--- src/rtl/seq_restoring_divider.sv ---
// Sequential unsigned restoring divider: one quotient bit per clock, start/busy/done handshake.
// Optional macro DIV_SELFCHECK_EN registers a quotient*divisor+remainder consistency flag on check_err.
module seq_restoring_divider #(
    parameter int DW = 8,
    parameter int VW = 4
) (
    input  logic          clk,
    input  logic          rst_n,
    input  logic          start,
    input  logic [DW-1:0] dividend,
    input  logic [VW-1:0] divisor,
    output logic          busy,
    output logic          done,
    output logic [DW-1:0] quotient,
    output logic [VW-1:0] remainder,
    output logic          div_by_zero,
    output logic          check_err
);
    localparam int CW = $clog2(DW + 1);

    typedef enum logic [1:0] {S_IDLE, S_RUN, S_DONE} state_t;

    state_t        r_state;
    state_t        w_state_nxt;
    logic [CW-1:0] r_cnt;
    logic [DW-1:0] r_q;
    logic [VW-1:0] r_d;
    logic [VW:0]   r_r;
    logic [DW-1:0] r_quot;
    logic [VW-1:0] r_rem;
    logic          r_dbz;

    logic          w_accept;
    logic          w_last;
    logic [VW:0]   w_t;
    logic          w_ge;
    logic [VW:0]   w_r_nxt;
    logic [DW-1:0] w_q_nxt;

    assign w_accept = start && (r_state != S_RUN);
    assign w_last   = (r_cnt == CW'(1));

    // r_r[VW] stays 0 because R < D after every step; folding it in keeps the compare exact regardless.
    assign w_t     = {r_r[VW-1:0], r_q[DW-1]};
    assign w_ge    = r_r[VW] || (w_t >= {1'b0, r_d});
    assign w_r_nxt = w_ge ? (w_t - {1'b0, r_d}) : w_t;
    assign w_q_nxt = {r_q[DW-2:0], w_ge};

    always_ff @(posedge clk or negedge rst_n) begin
        if (!rst_n) begin
            r_state <= S_IDLE;
        end else begin
            r_state <= w_state_nxt;
        end
    end

    always_comb begin
        w_state_nxt = r_state;
        case (r_state)
            S_IDLE, S_DONE: begin
                if (start) begin
                    w_state_nxt = (divisor == '0) ? S_DONE : S_RUN;
                end else begin
                    w_state_nxt = S_IDLE;
                end
            end
            S_RUN: begin
                if (w_last) begin
                    w_state_nxt = S_DONE;
                end
            end
            default: w_state_nxt = S_IDLE;
        endcase
    end

    always_ff @(posedge clk or negedge rst_n) begin
        if (!rst_n) begin
            r_cnt  <= '0;
            r_q    <= '0;
            r_d    <= '0;
            r_r    <= '0;
            r_quot <= '0;
            r_rem  <= '0;
            r_dbz  <= 1'b0;
        end else if (w_accept) begin
            r_q   <= dividend;
            r_d   <= divisor;
            r_r   <= '0;
            r_cnt <= CW'(DW);
            if (divisor == '0) begin
                r_quot <= '1;
                r_rem  <= '0;
                r_dbz  <= 1'b1;
            end
        end else if (r_state == S_RUN) begin
            r_q   <= w_q_nxt;
            r_r   <= w_r_nxt;
            r_cnt <= r_cnt - CW'(1);
            if (w_last) begin
                r_quot <= w_q_nxt;
                r_rem  <= w_r_nxt[VW-1:0];
                r_dbz  <= 1'b0;
            end
        end
    end

`ifdef DIV_SELFCHECK_EN
    logic [DW-1:0]    r_dvd;
    logic             r_chk;
    logic [DW+VW-1:0] w_recon;

    assign w_recon = (DW+VW)'(w_q_nxt) * (DW+VW)'(r_d) + (DW+VW)'(w_r_nxt[VW-1:0]);

    always_ff @(posedge clk or negedge rst_n) begin
        if (!rst_n) begin
            r_dvd <= '0;
            r_chk <= 1'b0;
        end else if (w_accept) begin
            r_dvd <= dividend;
            if (divisor == '0) begin
                r_chk <= 1'b0;
            end
        end else if ((r_state == S_RUN) && w_last) begin
            r_chk <= (w_recon != (DW+VW)'(r_dvd));
        end
    end

    assign check_err = r_chk;
`else
    assign check_err = 1'b0;
`endif

    assign busy        = (r_state == S_RUN);
    assign done        = (r_state == S_DONE);
    assign quotient    = r_quot;
    assign remainder   = r_rem;
    assign div_by_zero = r_dbz;
endmodule

--- config.mk ---
export PLATFORM = sky130hd
export DESIGN_NAME = seq_restoring_divider
export DESIGN_NICKNAME = d
export VERILOG_FILES = /design/src/rtl/seq_restoring_divider.sv
export SDC_FILE = /design/constraint.sdc
export NUM_CORES = 1
export LEC_CHECK = 0
export ABC_AREA = 0
export CELL_PAD_IN_SITES_DETAIL_PLACEMENT = 1
export CELL_PAD_IN_SITES_GLOBAL_PLACEMENT = 2
export CORE_ASPECT_RATIO = 0.8
export CORE_MARGIN = 10
export CORE_UTILIZATION = 33
export DETAILED_ROUTE_END_ITERATION = 16
export GPL_ROUTABILITY_DRIVEN = 0
export GPL_TIMING_DRIVEN = 0
export PLACE_DENSITY_LB_ADDON = 0.1
export RECOVER_POWER = 50
export SETUP_SLACK_MARGIN = 0.1
export SKIP_CTS_REPAIR_TIMING = 1
export SLEW_MARGIN = 20
export SYNTH_ARGS = -nofsm -noshare
export SYNTH_HDL_FRONTEND = slang
export SYNTH_SLANG_ARGS = --single-unit
--- constraint.sdc ---
create_clock -name clk -period 2 [get_ports clk]
set_input_delay 0.6 -clock clk [delete_from_list [all_inputs] [get_ports clk]]
set_output_delay 0.6 -clock clk [all_outputs]
set_load 0.005 [all_outputs]
==> results.tsv <==
metric	value	unit
RSZ-0062 raised after global routing	yes	
die area	8890	µm²
Post-synth EDFFs	0	
PD cells	1770	nW/µm²
R2R setup slack	0.23	ns
total power	4.24	mW
Mapped Nets	194	
CP Launch Type	register	
DRC	0	
Int Pwr	2.59	mW
share of cells above drive strength 1	24.9	%
DP Area	2190	µm²
Design Area, Final	2390	µm²
Crit. End Element	output pin	
cell area after technology mapping	1820	µm²
WS Path Type	register to output pin	
Hold WS	0.322	ns
clock skew	0.00326	ns
I/O pin count	31	
Slew HR	55.7	%
placed insts	266	
synth unique cells	41	
total number of vias	1378	
largest area contributor in the netlist	dfrtp_1	
final wirelength	4620	µm
DR pass1 iterations	4	
row count	24	
top-count cell post-synth	dfrtp_1	
post-synthesis async set-or-reset flop share	100	%
largest cells by area after synthesis	dfrtp_1, mux2i_1, o21ai_0	
clock network power share	12.2	%
HP Class	input port to asynchronous set/reset pin	
measured slew at the worst slew-check pin	0.665	ns
CTS Buf Count	5	
Seq/Total Area, Yosys	49.6	%
Synth warnings	0	
Crit path max-delay family	buffers and inverters	
H-tree Lvls	2	
Buf/Inv on CP	5	
area share of the largest cell type after synthesis	49.6	%
first-pass GRT wire length	7570	µm
clock slew at reported path FFs	0.07	ns
Core Footprint	5410	µm²
Initial Util	33.6	%
final max-slew violation count	0	
largest net degree at the start of global routing	25	
synthesized flop and latch total	36	
share of total power in combinational logic	55.9	%
crit path time final	1.93	ns
Final setup viols	0	
final hold vios	0	
non-filler instance count after layout	282	
CTS tree	yes	
# diodes	0	
Nets	238	
most frequent CP cell	buf_8	
Antenna Nets Post-Route	0	
hpwl dp	3700	µm
die height	86.3	µm
CTS Buffer Depth	2	
critical-path cell list	nand2b_4, buf_6, inv_6, buf_8, buf_8, clkbuf_2	
synthesis-to-finish area growth	31.9	%
vias in the first global route	1492	
status	finished, final reports clean	
sw frac	39.0	%
maximum VDD drop	474	µV
max-cap viol count	0	
Crit path largest cell delay	0.40	ns
post-DR vias/cell	4.89	
Avg WL per Cell	16.4	µm
post-synthesis cell count	172	
Syn Area/Cell	10.6	µm²
root buffer cell	clkbuf_8	
Leakage	1.08	nW
initial antenna violation count	0	
Worst EP required	1.40	ns
port bufs	28	
Critical Path Fanout Max	7	
predominant post-synthesis flop cell	dfrtp_1	
fin crit share	96.6	%
GRT overflow	0	
FMAX	518	MHz
gr usage total	10.8	%
Layout Utilization	44.3	%
die width	103	µm
Sw Pwr	1.65	mW
Critical Path AT	1.33	ns
Flop pwr share	31.9	%
clock latency on the worst-skew pair	0.28	ns
initial DRC count	19	
clock sinks	36	
crit path max-delay cell type	dfrtp_1	
Post-synth top cells	dfrtp_1, nand2_1, o21ai_0	
-- per-stage QoR --
step | TNS [ns] | setup WS (ns)
after floorplan | 0 | 0.244
after CTS | -0.731 | -0.731
after detailed placement | -3.76 | -0.406
after global placement | -21.19 | -0.488
final | 0 | 0.0679
after global routing | -0.0000910 | -0.0000910
-- metal layers --
| layer | track usage [%] | part of all wire [%] | wire [µm] |
|---|---|---|---|
| met1 | 14.0 | 47 | 2190 |
| met2 | 17.3 | 47 | 2180 |
| met3 | 3.18 | 5.0 | 229 |
| met4 | 2.65 | 0.39 | 18 |
| met5 | 0 | 0 | 0 |
-- final timing paths --
| check | startpoint | to | cells after the start |
|---|---|---|---|
| worst min-delay path | rst_n | quotient[4] | 1 |
| worst min register to register | remainder[0] | remainder[0] | 2 |
| min in group clk | remainder[0] | remainder[0] | 2 |
| max in group asynchronous | rst_n | r_state[0] | 2 |
| worst max-delay path | r_state[1] | busy | 6 |
| worst max register to register | r_r[1] | r_r[3] | 6 |
-- placed cells by master, fill, tap and decap left out, types with 3 or more instances in the layout --
cell type,n
a21oi_1,4
nand2_1,22
o21ai_0,17
o21ai_1,6
inv_1,8
nor2_1,8
clkdlybuf4s50_1,25
buf_4,9
clkbuf_8,6
inv_2,3
mux2i_1,8
ha_1,3
dfrtp_1,35
nand3_1,6
o21ai_2,6
clkbuf_1,3
-- kinds of logic after synthesis --
family,Yosys count,synth area share (%)
DFF,36,49.6
other,1,0.207
AOI/OAI and AO/OA,43,16.7
and+or+nand+nor,51,14.7
muxes,12,7.24
xor gates and xnor gates,2,0.965
buffers and inverters,20,5.38
adders and majority gates,7,5.24
-- flip-flops by register name, summed over array words and instances, names as in the netlist --
name	flops
r_cnt	4
quotient	8
remainder	4
r_d	4
r_state	2
r_q	8
div_by_zero	1
r_r	5
-- power by group through the flow --
stage | Sequential (mW) | Clock [mW] | Combinational (mW)
6_report | 1.35 | 0.518 | 2.37
5_1_grt | 1.40 | 0.578 | 2.65
4_1_cts | 1.35 | 0.544 | 2.17
3_5_place_dp | 1.36 | 0 | 2.16
3_3_place_gp | 1.33 | 0 | 2.06
2_1_floorplan | 1.30 | 0 | 1.44
-- final cells by class --
class | instances | area [µm²]
clock buffers | 6 | 82.6
flip-flops and latches | 36 | 902
inverters | 12 | 50.0
clock inverters | 2 | 10.0
plain buffers | 8 | 76.3
well taps | 65 | 81.3
fillers | 617 | 3010
multi-input cells | 116 | 860
repair buffers | 37 | 333
Note: power is estimated with default switching activity, not from simulation.
